File: src/rtl/mask_lane_sequencer.sv
// Four-lane mask dispatch/reorder controller: round-robin issue with per-lane credits,
// per-lane in-order mask FIFOs, frame sequencing and 12-row band flagging.
module mask_lane_sequencer #(
  parameter int unsigned DATA_WIDTH      = 24,
  parameter int unsigned IMG_WIDTH       = 640,
  parameter int unsigned IMG_HEIGHT      = 480,
  parameter int unsigned MAX_OUTSTANDING = 4,
  parameter int unsigned TH_WIDTH        = 8
) (
  input  logic                  i_CLK,
  input  logic                  i_RST,
  input  logic                  i_START,
  input  logic [TH_WIDTH-1:0]   i_THRESHOLD,
  input  logic [DATA_WIDTH-1:0] i_DATA,
  input  logic                  i_DATA_VALID,
  output logic                  o_READY,
  output logic [DATA_WIDTH-1:0] o_LANE_DATA,
  output logic [3:0]            o_LANE_VALID,
  output logic [TH_WIDTH-1:0]   o_LANE_THRESHOLD,
  input  logic [3:0]            i_LANE_MASK,
  input  logic [3:0]            i_LANE_MASK_VALID,
  output logic                  o_MASK,
  output logic                  o_MASK_VALID,
  output logic                  o_FULL12_ROW,
  output logic                  o_BUSY,
  output logic                  o_DONE,
  output logic                  o_PROTO_ERR
);

  localparam int unsigned CW   = $clog2(MAX_OUTSTANDING + 1);
  localparam int unsigned PW   = $clog2(MAX_OUTSTANDING);
  localparam int unsigned NPIX = IMG_WIDTH * IMG_HEIGHT;
  localparam int unsigned XW   = $clog2(NPIX + 1);
  localparam int unsigned COLW = (IMG_WIDTH > 1) ? $clog2(IMG_WIDTH) : 1;

  localparam logic [CW-1:0]   CNT_MAX  = CW'(MAX_OUTSTANDING);
  localparam logic [XW-1:0]   PIX_LAST = XW'(NPIX - 1);
  localparam logic [COLW-1:0] COL_LAST = COLW'(IMG_WIDTH - 1);

  localparam logic [1:0] ST_IDLE  = 2'd0;
  localparam logic [1:0] ST_RUN   = 2'd1;
  localparam logic [1:0] ST_DRAIN = 2'd2;
  localparam logic [1:0] ST_DONE  = 2'd3;

  logic [1:0]                 state;
  logic [1:0]                 wr_lane;
  logic [1:0]                 rd_lane;
  logic [XW-1:0]              pix_cnt;
  logic [COLW-1:0]            col_cnt;
  logic [3:0]                 row_cnt;
  logic [CW-1:0]              cnt  [4];
  logic [MAX_OUTSTANDING-1:0] mem  [4];
  logic [PW:0]                wptr [4];
  logic [PW:0]                rptr [4];

  logic [3:0] fifo_empty;
  logic [3:0] fifo_full;
  logic [3:0] push;
  logic [3:0] issue;
  logic [3:0] pop_lane;
  logic [3:0] orphan;
  logic       accept;
  logic       pop;
  logic       start;
  logic       all_idle;

  always_comb begin
    start    = (state == ST_IDLE) && i_START;
    o_READY  = (state == ST_RUN) && (cnt[wr_lane] < CNT_MAX);
    accept   = o_READY && i_DATA_VALID;
    o_BUSY   = (state != ST_IDLE);
    o_DONE   = (state == ST_DONE);
    all_idle = 1'b1;
    for (int k = 0; k < 4; k++) begin
      fifo_empty[k] = (wptr[k] == rptr[k]);
      fifo_full[k]  = (wptr[k][PW] != rptr[k][PW]) &&
                      (wptr[k][PW-1:0] == rptr[k][PW-1:0]);
      issue[k]      = accept && (wr_lane == 2'(k));
      // IDLE drops stale returns silently; otherwise a return with no credit is an error.
      orphan[k]     = i_LANE_MASK_VALID[k] && (state != ST_IDLE) && (cnt[k] == '0);
      push[k]       = i_LANE_MASK_VALID[k] && (state != ST_IDLE) && (cnt[k] != '0) &&
                      !fifo_full[k];
      if ((cnt[k] != '0) || !fifo_empty[k]) begin
        all_idle = 1'b0;
      end
    end
    pop = !fifo_empty[rd_lane];
    for (int k = 0; k < 4; k++) begin
      pop_lane[k] = pop && (rd_lane == 2'(k));
    end
  end

  always_ff @(posedge i_CLK) begin
    for (int k = 0; k < 4; k++) begin
      if (push[k]) begin
        mem[k][wptr[k][PW-1:0]] <= i_LANE_MASK[k];
      end
    end
  end

  always_ff @(posedge i_CLK or posedge i_RST) begin
    if (i_RST) begin
      state            <= ST_IDLE;
      wr_lane          <= '0;
      rd_lane          <= '0;
      pix_cnt          <= '0;
      col_cnt          <= '0;
      row_cnt          <= '0;
      o_LANE_DATA      <= '0;
      o_LANE_VALID     <= '0;
      o_LANE_THRESHOLD <= '0;
      o_MASK           <= 1'b0;
      o_MASK_VALID     <= 1'b0;
      o_FULL12_ROW     <= 1'b0;
      o_PROTO_ERR      <= 1'b0;
      for (int k = 0; k < 4; k++) begin
        cnt[k]  <= '0;
        wptr[k] <= '0;
        rptr[k] <= '0;
      end
    end else begin
      o_LANE_VALID <= issue;
      if (accept) begin
        o_LANE_DATA <= i_DATA;
        wr_lane     <= wr_lane + 2'd1;
        pix_cnt     <= pix_cnt + XW'(1);
      end

      o_MASK_VALID <= pop;
      o_FULL12_ROW <= pop && (col_cnt == COL_LAST) && (row_cnt == 4'd11);
      if (pop) begin
        o_MASK  <= mem[rd_lane][rptr[rd_lane][PW-1:0]];
        rd_lane <= rd_lane + 2'd1;
        if (col_cnt == COL_LAST) begin
          col_cnt <= '0;
          row_cnt <= (row_cnt == 4'd11) ? 4'd0 : row_cnt + 4'd1;
        end else begin
          col_cnt <= col_cnt + COLW'(1);
        end
      end

      if (|orphan) begin
        o_PROTO_ERR <= 1'b1;
      end

      // Credits return at pop; a same-cycle issue and pop on one lane cancel out.
      for (int k = 0; k < 4; k++) begin
        if (push[k]) begin
          wptr[k] <= wptr[k] + 1'b1;
        end
        if (pop_lane[k]) begin
          rptr[k] <= rptr[k] + 1'b1;
        end
        if (issue[k] && !pop_lane[k]) begin
          cnt[k] <= cnt[k] + 1'b1;
        end else if (!issue[k] && pop_lane[k]) begin
          cnt[k] <= cnt[k] - 1'b1;
        end
      end

      case (state)
        ST_IDLE:  if (start) state <= ST_RUN;
        ST_RUN:   if (accept && (pix_cnt == PIX_LAST)) state <= ST_DRAIN;
        ST_DRAIN: if (all_idle) state <= ST_DONE;
        default:  state <= ST_IDLE;
      endcase

      if (start) begin
        o_LANE_THRESHOLD <= i_THRESHOLD;
        wr_lane          <= '0;
        rd_lane          <= '0;
        pix_cnt          <= '0;
        col_cnt          <= '0;
        row_cnt          <= '0;
        for (int k = 0; k < 4; k++) begin
          cnt[k]  <= '0;
          wptr[k] <= '0;
          rptr[k] <= '0;
        end
      end
    end
  end

endmodule

File: config.mk
export PLATFORM = sky130hd
export DESIGN_NAME = mask_lane_sequencer
export DESIGN_NICKNAME = d
export VERILOG_FILES = /design/src/rtl/mask_lane_sequencer.sv
export SDC_FILE = /design/constraint.sdc
export NUM_CORES = 1
export LEC_CHECK = 0
export BUFFER_PORTS_ARGS = -buffer_cell sky130_fd_sc_hd__buf_2
export CORE_MARGIN = 4
export CORE_UTILIZATION = 53
export DETAILED_ROUTE_END_ITERATION = 8
export PLACE_DENSITY_LB_ADDON = 0.15
export SKIP_CTS_REPAIR_TIMING = 1
export SLEW_MARGIN = 20
export SYNTH_ARGS = -nofsm -noshare
export SYNTH_HDL_FRONTEND = slang
export SYNTH_SLANG_ARGS = --single-unit
File: constraint.sdc
create_clock -name i_CLK -period 4.3 [get_ports i_CLK]
set_input_delay 1.075 -clock i_CLK [delete_from_list [all_inputs] [get_ports i_CLK]]
set_output_delay 1.075 -clock i_CLK [all_outputs]
set_load 0.005 [all_outputs]
==> flow_summary.json, run 1 <==
{
  "tightestPinTransition_ns": 0.808,
  "core_sq_um": 12200,
  "final_cell_mix": "dfrtp_1 (115), buf_2 (86), nor2_1 (71)",
  "fp.dieW_um": 121,
  "synth_nets": 727,
  "cts.sinks": 131,
  "busiest_layer": "met2",
  "ys_types": 49,
  "gp_congestion": 0.844,
  "die_h_um": 121,
  "clkLatencyLatePin_ns": 0.42,
  "met1_usage": 0.263,
  "syn_area_sq_um": 6740,
  "vdd_drop_max_mv": 0.530,
  "post-route-drc-count": 0,
  "whs_endpoint": "o_PROTO_ERR$_DFFE_PP0P_",
  "cts_buffer_depth": 2,
  "grtUsageTotal": 0.203,
  "fmax_mhz": 311,
  "finalCritPeriodShare": 0.748,
  "period_needed_ns": 3.22,
  "synth-async-reset-ratio": 0.878,
  "finClkSkew_ns": 0.00698,
  "grt_pass1_vias": 4972,
  "drtIter0Drc": 335,
  "antenna_cells": 0,
  "root_buffer": "clkbuf_16",
  "wl_um": 14000,
  "crit_path_max_fanout": 30,
  "crit_path_start_kind": "flip-flop",
  "grt_util_met2": 0.331,
  "power_density_nw_per_um2": 754,
  "hp-start": "o_PROTO_ERR$_DFFE_PP0P_",
  "ant_nets": 0,
  "worstPathRequired_ns": 4.61,
  "placementRows": 40,
  "die_area_sq_um": 14600,
  "mostFrequentLayoutCell": "dfrtp_1",
  "crit_type": "flip-flop to flip-flop",
  "endpoint_kind": "flip-flop",
  "htreeDepth": 4,
  "hp-class": "flip-flop to flip-flop",
  "clkTransAtPathRegs_ns": 0.06,
  "final_nets": 817,
  "timing.rr.end": "cnt[5]$_DFFE_PP0P_",
  "drv_cap": 0,
  "initial_utilization": 0.552,
  "io_pins": 87,
  "timing.final.ws_setup_ns": 1.08,
  "antenna_found_initial": 0,
  "r2r_cells": 10,
  "leakage_uw": 0.00381,
  "ys.flop_type": "dfrtp_1",
  "min_path_cells": 1,
  "synthCells": 644,
  "syn_avg_cell_area_sq_um": 10.5,
  "port_buffers": 86,
  "fin_tns_setup_ns": 0,
  "first_pass_iters": 4,
  "ys_seq_area_frac": 0.498,
  "cts_tree": "done",
  "rrSetupSlack_ns": 1.08,
  "slew_headroom": 0.462,
  "area_growth_pct": 18.4,
  "arrival_ns": 3.52,
  "grt_first_pass_wirelength_um": 23600,
  "drv_slew": 0,
  "synth-edff-count": 16,
  "status": "completed",
  "ys_ff_latch": 131,
  "drive_above_1_share": 0.212,
  "grt_max_degree": 67,
  "wl_per_cell_um": 15.3,
  "grt_util_met3": 0.0669,
  "grt_setup_unrepaired": "no",
  "setup_violations": 0,
  "cts_buffers": 17,
  "yosysWarnings": 0,
  "pre_cts_ws_ns": 1.18,
  "rr_startpoint": "rd_lane[0]$_DFFE_PP0P_",
  "viasPerCell": 5.32,
  "hpwlAfterDp_um": 10000,
  "vias": 4872,
  "grt.overflow.total": 0,
  "hold_viol": 0
}
-- report_power, final --
group | total (uW) | internal (uW) | switching, uW
combinational | 2310 | 1070 | 1230
sequential | 2140 | 1720 | 425
clock | 1570 | 1050 | 517
total | 6020 | 3850 | 2170
-- cell usage after synthesis (4+ instances only) --
library cell	n	area (sq um)
and2_1	22	138
nor3_1	14	70.1
nand4_1	9	56.3
a21oi_1	31	155
or3_1	4	25.0
dfrtp_1	115	2880
a211oi_1	4	30.0
mux2_2	25	282
fa_1	4	80.1
ha_1	35	438
nand3_1	20	100
xor2_1	36	315
nand2_1	65	244
o21bai_1	6	45.0
nor4_1	8	50.1
nor2_1	71	267
inv_1	38	143
xnor2_1	18	158
a2111oi_2	4	60.1
o21ai_0	12	60.1
o21a_1	4	30.0
clkbuf_1	13	48.8
and3_1	13	81.3
and2b_1	4	30.0
mux2i_1	12	120
edfxtp_1	16	480
-- worst max-delay path by stage --
stage,startpoint,endpoint,slack [ns],cells past startpoint
floorplan,i_RST,cnt[0]$_DFFE_PP0P_,0.18,1
global placement,rd_lane[0]$_DFFE_PP0P_,cnt[5]$_DFFE_PP0P_,1.35,10
detailed placement,rd_lane[0]$_DFFE_PP0P_,cnt[5]$_DFFE_PP0P_,1.18,10
CTS,rd_lane[0]$_DFFE_PP0P_,cnt[5]$_DFFE_PP0P_,1.15,10
global route,rd_lane[0]$_DFFE_PP0P_,cnt[5]$_DFFE_PP0P_,0.82,10
finish,rd_lane[0]$_DFFE_PP0P_,cnt[5]$_DFFE_PP0P_,1.08,10
-- per-stage QoR --
stage | total power, uW | util | hold WS, ns | instance area [sq um] | cells
floorplan | 3860 | - | 0.463 | 6740 | 644
global placement | 4330 | 0.601 | 0.452 | 7340 | 883
detailed placement | 4460 | 0.601 | 0.459 | 7340 | 883
CTS | 6060 | 0.653 | 0.474 | 7980 | 915
global route | 6480 | 0.653 | 0.500 | 7980 | 915
finish | 6020 | 0.653 | 0.469 | 7980 | 915
-- area by class of cell --
class	count	area [sq um]
flip-flops and latches	131	3360
multi-input cells	453	3150
repair buffers	92	475
inverters	39	149
well taps	168	210
clock buffers	21	460
fillers	1010	4230
clock inverters	11	181
-- cells by family (layout without fill, tap and decap cells) --
| family | after synthesis | count (layout) | synth area share |
|---|---|---|---|
| and+or+nand+nor | 242 | 242 | 0.172 |
| buffers and inverters | 60 | 163 | 0.0354 |
| muxes | 40 | 40 | 0.0696 |
| adders and majority gates | 39 | 39 | 0.0768 |
| DFF | 131 | 131 | 0.498 |
| AOI/OAI and AO/OA | 78 | 78 | 0.0776 |
| xor gates and xnor gates | 54 | 54 | 0.0702 |
-- metal layers --
layer	wire (um)	share of wire
met2	6830	0.49
met1	6190	0.44
met3	830	0.059
met5	0	0
met4	142	0.010
-- worst max-delay path: stages (launching register included) --
cell	delay, ns
dfrtp_1	0.70
inv_1	0.22
mux4_2	0.60
inv_2	0.42
a21o_1	0.25
inv_1	0.07
fa_1	0.41
inv_1	0.09
nor4_1	0.05
o21ai_0	0.21
nand2_1	0.08
-- registers in the layout, summed over array words and instances (netlist names) --
name              count
o_LANE_THRESHOLD      8
wr_lane               2
cnt                  12
rptr                 12
rd_lane               2
o_MASK                1
state                 2
mem                  16
wptr                 12
o_LANE_DATA          24
col_cnt              10
o_LANE_VALID          4
row_cnt               4
o_MASK_VALID          1
pix_cnt              19
o_FULL12_ROW          1
o_PROTO_ERR           1
Note: power is estimated with default switching activity, not from simulation.
==> inputs of run 2 (changes only) <==
CORE_UTILIZATION = 58   (was 53)
clock period = 3.35 ns   (was 4.3 ns; I/O delays follow)
==> run 2 against run 1 <==
Clock skew about the same. First-iteration DRC count increased by 6.3%. Die area decreased by 8.1%. Wire length decreased by 0.46%. Combinational power increased by 31%. Global-route usage increased by 2.3 points. Clock power increased by 13%. Via count increased by 0.70%. Final cell count decreased by 2.7%. Sequential power increased by 27%. Count of clock-buffer cells in the layout increased by 1. Critical path depth increased by 1. Critical path type unchanged.
==> flow_summary.json, run 2 (same netlist as run 1, synthesis figures left out) <==
{
  "viasPerCell": 5.51,
  "p_seq_frac": 0.363,
  "io_pins": 87,
  "port_buffers": 86,
  "die_h_um": 116,
  "power_density_nw_per_um2": 952,
  "pre_cts_ws_ns": 0.318,
  "crit_path_start_kind": "flip-flop",
  "cts_buffer_depth": 2,
  "leakage_uw": 0.00378,
  "timing.rr.end": "cnt[5]$_DFFE_PP0P_",
  "vdd_drop_max_mv": 0.617,
  "final_cell_mix": "dfrtp_1 (115), buf_2 (86), nor2_1 (71)",
  "power_switching_uw": 2800,
  "status": "completed",
  "grt_pass1_vias": 5034,
  "root_buffer": "clkbuf_16",
  "drv_cap": 0,
  "cts.sinks": 131,
  "path_common_cell": "inv_1",
  "endpoint_kind": "flip-flop",
  "largest-register": "o_LANE_DATA",
  "hp-start": "o_LANE_THRESHOLD[0]$_DFFE_PP0P_",
  "drv_slew": 0,
  "placed_cell_area_sq_um": 7320,
  "placementRows": 39,
  "arrival_ns": 3.37,
  "wl_per_cell_um": 15.7,
  "finalInstanceArea_sq_um": 7890,
  "cp_slowest_cell": "mux4_2",
  "tightestPinTransition_ns": 0.801,
  "whs_endpoint": "o_LANE_THRESHOLD[0]$_DFFE_PP0P_",
  "drive_above_1_share": 0.212,
  "hold_viol": 0,
  "wl_um": 13900,
  "core_sq_um": 11400,
  "power_switching_share": 0.373,
  "finClkSkew_ns": 0.00667,
  "die_area_sq_um": 13400,
  "grt.overflow.total": 0,
  "setup_violations": 0,
  "antenna_cells": 0,
  "min_path_cells": 2,
  "nFillCells": 844,
  "htreeDepth": 4,
  "clkTransAtPathRegs_ns": 0.06,
  "initial_utilization": 0.590,
  "pwr-share-comb": 0.402,
  "cp_cell_sequence": "xor2_1 > nor3_1 > mux4_2 > inv_2 > a21o_1 > inv_1 > fa_1 > inv_1 > nor4_1 > o21ai_0 > nand2_1",
  "gp_congestion": 0.878,
  "hp-class": "flip-flop to flip-flop",
  "p_clk_frac": 0.235,
  "final_nets": 817,
  "internal_power_uw": 4710,
  "vias": 4906,
  "grtUsageTotal": 0.226,
  "grt_first_pass_wirelength_um": 23800,
  "slew_headroom": 0.465,
  "rr_startpoint": "rptr[9]$_DFFE_PP0P_",
  "grt_max_degree": 58,
  "rrSetupSlack_ns": 0.28,
  "finalCritPeriodShare": 0.916,
  "r2r_cells": 11,
  "first_pass_iters": 4,
  "hpwlAfterDp_um": 9870,
  "period_needed_ns": 3.07,
  "cts_buffers": 17,
  "mostFrequentLayoutCell": "dfrtp_1",
  "drtIter0Drc": 356,
  "cts_tree": "done",
  "max_stage_delay_ns": 0.59,
  "largest_reg_flops": 24,
  "crit_type": "flip-flop to flip-flop",
  "grt_setup_unrepaired": "yes",
  "crit_path_max_fanout": 30,
  "timing.final.ws_setup_ns": 0.282,
  "fp.dieW_um": 116,
  "clkLatencyLatePin_ns": 0.41,
  "area_growth_pct": 17.0,
  "fmax_mhz": 326,
  "antenna_found_initial": 1,
  "worstPathRequired_ns": 3.65,
  "ant_nets": 0,
  "post-route-drc-count": 0
}
[run 2: changes by cell type in the layout (fill, tap and decap cells not counted)]
cell | previous run | this run
bufinv_16 | 5 | 2
clkbuf_8 | 2 | 1
buf_4 | 6 | 5
clkinv_4 | 1 | 2
clkbuf_1 | 2 | 4
buf_12 | 0 | 1
clkinvlp_4 | 0 | 2
inv_4 | 1 | 0
clkinv_1 | 2 | 0
clkinv_2 | 3 | 5
[run 2: layout make-up]
class	count	area (sq um)	area share
Inverter	39	150	0.0190
Clock buffer	22	454	0.0576
Multi-Input combinational cell	453	3150	0.399
Clock inverter	10	110	0.0140
Tap cell	143	179	0.0227
Timing Repair Buffer	92	488	0.0619
Sequential cell	131	3360	0.426
[run 2: metal layers]
metal	wire length (um)	global-route usage
met4	233	0.0727
met3	825	0.0731
met2	6870	0.372
met1	5990	0.286
met5	13	0
[run 2: metrics by stage]
| step | std cells | setup TNS, ns | hold slack (ns) | total power [uW] | utilization |
|---|---|---|---|---|---|
| finish | 890 | 0 | 0.467 | 7510 | 0.691 |
| global route | 890 | -0.0167 | 0.499 | 8120 | 0.691 |
| CTS | 890 | 0 | 0.471 | 7560 | 0.691 |
| detailed placement | 858 | 0 | 0.458 | 5740 | 0.641 |
| global placement | 858 | 0 | 0.454 | 5570 | 0.641 |
| floorplan | 644 | 0 | 0.463 | 4960 | - |
[run 2: power by group through the flow]
stage          logic (uW)  clock network [uW]  registers (uW)
6_report             3020                1770            2720
5_1_grt              3430                1880            2810
4_1_cts              3050                1790            2720
3_5_place_dp         3000                   0            2730
3_3_place_gp         2870                   0            2700
2_1_floorplan        2320                   0            2630
[run 2: critical path, delay by kind of cell (launching register included)]
kind / cells / cell delay (ns)
buf+inv: 3 / 0.56
compound gates: 2 / 0.43
fa+ha+maj: 1 / 0.41
simple gates: 3 / 0.23
flops: 1 / 0.48
xor+xnor: 1 / 0.26
mux: 1 / 0.59
[run 2: worst max path at each step]
stage | from | to | slack [ns] | depth (start not counted)
after global routing | rptr[3]$_DFFE_PP0P_ | cnt[5]$_DFFE_PP0P_ | -0.02 | 11
after detailed placement | rptr[3]$_DFFE_PP0P_ | cnt[5]$_DFFE_PP0P_ | 0.32 | 11
after global placement | rptr[0]$_DFFE_PP0P_ | cnt[2]$_DFFE_PP0P_ | 0.47 | 11
final | rptr[9]$_DFFE_PP0P_ | cnt[5]$_DFFE_PP0P_ | 0.28 | 11
after floorplan | rptr[0]$_DFFE_PP0P_ | cnt[5]$_DFFE_PP0P_ | 0.78 | 12
after CTS | rptr[9]$_DFFE_PP0P_ | cnt[5]$_DFFE_PP0P_ | 0.29 | 11
==> inputs of run 3 (changes only) <==
CORE_MARGIN = 2   (was 4)
clock period = 3.1 ns   (was 3.35 ns; I/O delays follow)
==> run 3 against run 2 <==
Clock skew hardly changed. Combinational power is 11% higher. Setup slack worse by 0.18 ns. Maximum frequency is 2.4% higher. Register-to-register slack worse by 0.18 ns. Final cell count is 0.56% higher. First-iteration DRC count is 23% lower. Global-route usage is 1.4 points higher. Non-clock buffer count is 5 higher. Critical path depth stayed put. Utilization is 1.6 points higher. Largest power group unchanged. Highest routed layer is now met4.
==> flow_summary.json, run 3 (same netlist as run 1, synthesis figures left out) <==
{
  "endpoint_kind": "flip-flop",
  "crit_path_max_fanout": 18,
  "cts_tree": "done",
  "grt_first_pass_wirelength_um": 24200,
  "largest_reg_flops": 24,
  "initial_utilization": 0.593,
  "dp_cells": 863,
  "fmax_mhz": 334,
  "cts.sinks": 131,
  "drv_cap": 0,
  "crit_path_start_kind": "flip-flop",
  "leakage_uw": 0.00383,
  "die_area_sq_um": 12500,
  "first_pass_iters": 4,
  "rrSetupSlack_ns": 0.10,
  "crit_type": "flip-flop to flip-flop",
  "r2r_cells": 11,
  "gp_congestion": 0.817,
  "finClkSkew_ns": 0.00701,
  "clkLatencyLatePin_ns": 0.42,
  "grt_max_degree": 74,
  "fin_cells": 895,
  "finalCritPeriodShare": 0.967,
  "cts_buffer_depth": 2,
  "p_total_uw": 8480,
  "clkTransAtPathRegs_ns": 0.06,
  "worstPathRequired_ns": 3.40,
  "wl_um": 14200,
  "wl_per_cell_um": 15.8,
  "antenna_cells": 0,
  "hp-class": "input pin to async pin",
  "setup_violations": 0,
  "timing.final.ws_setup_ns": 0.103,
  "slew_headroom": 0.502,
  "power_switching_uw": 3140,
  "pwr-share-comb": 0.396,
  "cts_buffers": 17,
  "hold_viol": 0,
  "port_buffers": 86,
  "power_switching_share": 0.370,
  "htreeDepth": 4,
  "vias": 4927,
  "io_pins": 87,
  "placementRows": 39,
  "ant_nets": 0,
  "post-route-drc-count": 0,
  "timing.rr.end": "cnt[5]$_DFFE_PP0P_",
  "antenna_found_initial": 1,
  "root_buffer": "clkbuf_16",
  "cp_slowest_cell": "mux4_2",
  "arrival_ns": 3.30,
  "tightestPinTransition_ns": 0.746,
  "fin_tns_setup_ns": 0,
  "core_sq_um": 11400,
  "max_stage_delay_ns": 0.60,
  "p_clk_frac": 0.256,
  "cp_cell_sequence": "xor2_1 > nor3_2 > mux4_2 > inv_4 > a21o_1 > inv_1 > fa_1 > inv_1 > nor4_1 > o21ai_0 > nand2_1",
  "final_nets": 822,
  "fp.dieW_um": 112,
  "mostFrequentLayoutCell": "dfrtp_1",
  "internal_power_uw": 5350,
  "hpwlAfterDp_um": 9800,
  "nFillCells": 836,
  "final_cell_mix": "dfrtp_1 (114), buf_2 (86), nor2_1 (71)",
  "area_growth_pct": 19.2,
  "vdd_drop_max_mv": 0.630,
  "drv_slew": 0,
  "p_seq_frac": 0.348,
  "drtIter0Drc": 273,
  "viasPerCell": 5.51,
  "power_density_nw_per_um2": 1060,
  "rr_startpoint": "rptr[6]$_DFFE_PP0P_",
  "pre_cts_ws_ns": 0.179,
  "die_h_um": 112,
  "grt.overflow.total": 0,
  "path_common_cell": "inv_1",
  "status": "completed",
  "drive_above_1_share": 0.229,
  "largest-register": "o_LANE_DATA",
  "grtUsageTotal": 0.240,
  "grt_pass1_vias": 5028,
  "period_needed_ns": 3.00
}
## run 3: cell count changes in the layout (fill, tap and decap cells not counted), moves of 2 or more
| cell | delta |
|---|---|
| a21oi_1 | -2 |
| a21oi_2 | +2 |
| buf_4 | +5 |
| bufinv_16 | +2 |
| clkbuf_1 | -3 |
| clkinv_2 | -3 |
| clkinvlp_4 | +3 |
| xor2_1 | -2 |
| xor2_2 | +2 |
## run 3: worst max-delay path by stage
stage	from	to	slack [ns]	cells past startpoint
6_report	rptr[6]$_DFFE_PP0P_	cnt[5]$_DFFE_PP0P_	0.10	11
5_1_grt	rptr[6]$_DFFE_PP0P_	cnt[5]$_DFFE_PP0P_	-0.07	11
4_1_cts	rptr[9]$_DFFE_PP0P_	cnt[5]$_DFFE_PP0P_	0.13	11
3_5_place_dp	rptr[9]$_DFFE_PP0P_	cnt[5]$_DFFE_PP0P_	0.18	11
3_3_place_gp	rptr[0]$_DFFE_PP0P_	cnt[2]$_DFFE_PP0P_	0.36	11
2_1_floorplan	rptr[0]$_DFFE_PP0P_	cnt[5]$_DFFE_PP0P_	0.53	12
## run 3: power by group through the flow
stage | Clock (uW) | Sequential [uW] | Combinational, uW
finish | 2170 | 2950 | 3360
global route | 2270 | 3040 | 3780
detailed placement | 0 | 2950 | 3280
floorplan | 0 | 2850 | 2510
global placement | 0 | 2910 | 3120
CTS | 2190 | 2930 | 3320
## run 3: area by class of cell
class / count / area (sq um) / area share
repair buffers: 97 / 526 / 0.0654
clock inverters: 12 / 178 / 0.0221
well taps: 143 / 179 / 0.0223
multi-input cells: 453 / 3170 / 0.395
inverters: 39 / 153 / 0.0190
flip-flops and latches: 131 / 3360 / 0.418
clock buffers: 20 / 468 / 0.0582
## run 3: worst max-delay path: cells and delay by family, from the launching register on
kind | cells | cell delay (ns)
xor gates and xnor gates | 1 | 0.31
muxes | 1 | 0.60
buffers and inverters | 3 | 0.38
adders and majority gates | 1 | 0.41
DFF | 1 | 0.48
and+or+nand+nor | 3 | 0.26
AOI/OAI and AO/OA | 2 | 0.43
## run 3: routing by layer
| metal | share of wire | track usage |
|---|---|---|
| met1 | 0.44 | 0.317 |
| met2 | 0.50 | 0.392 |
| met3 | 0.049 | 0.0566 |
| met4 | 0.016 | 0.0856 |
| met5 | 0 | 0 |
## run 3: metrics by stage
| step | utilization | hold WS (ns) | instance area (sq um) |
|---|---|---|---|
| floorplan | - | 0.463 | 6750 |
| global placement | 0.647 | 0.453 | 7360 |
| detailed placement | 0.647 | 0.459 | 7360 |
| CTS | 0.704 | 0.437 | 8000 |
| global route | 0.707 | 0.464 | 8040 |
| finish | 0.707 | 0.428 | 8040 |
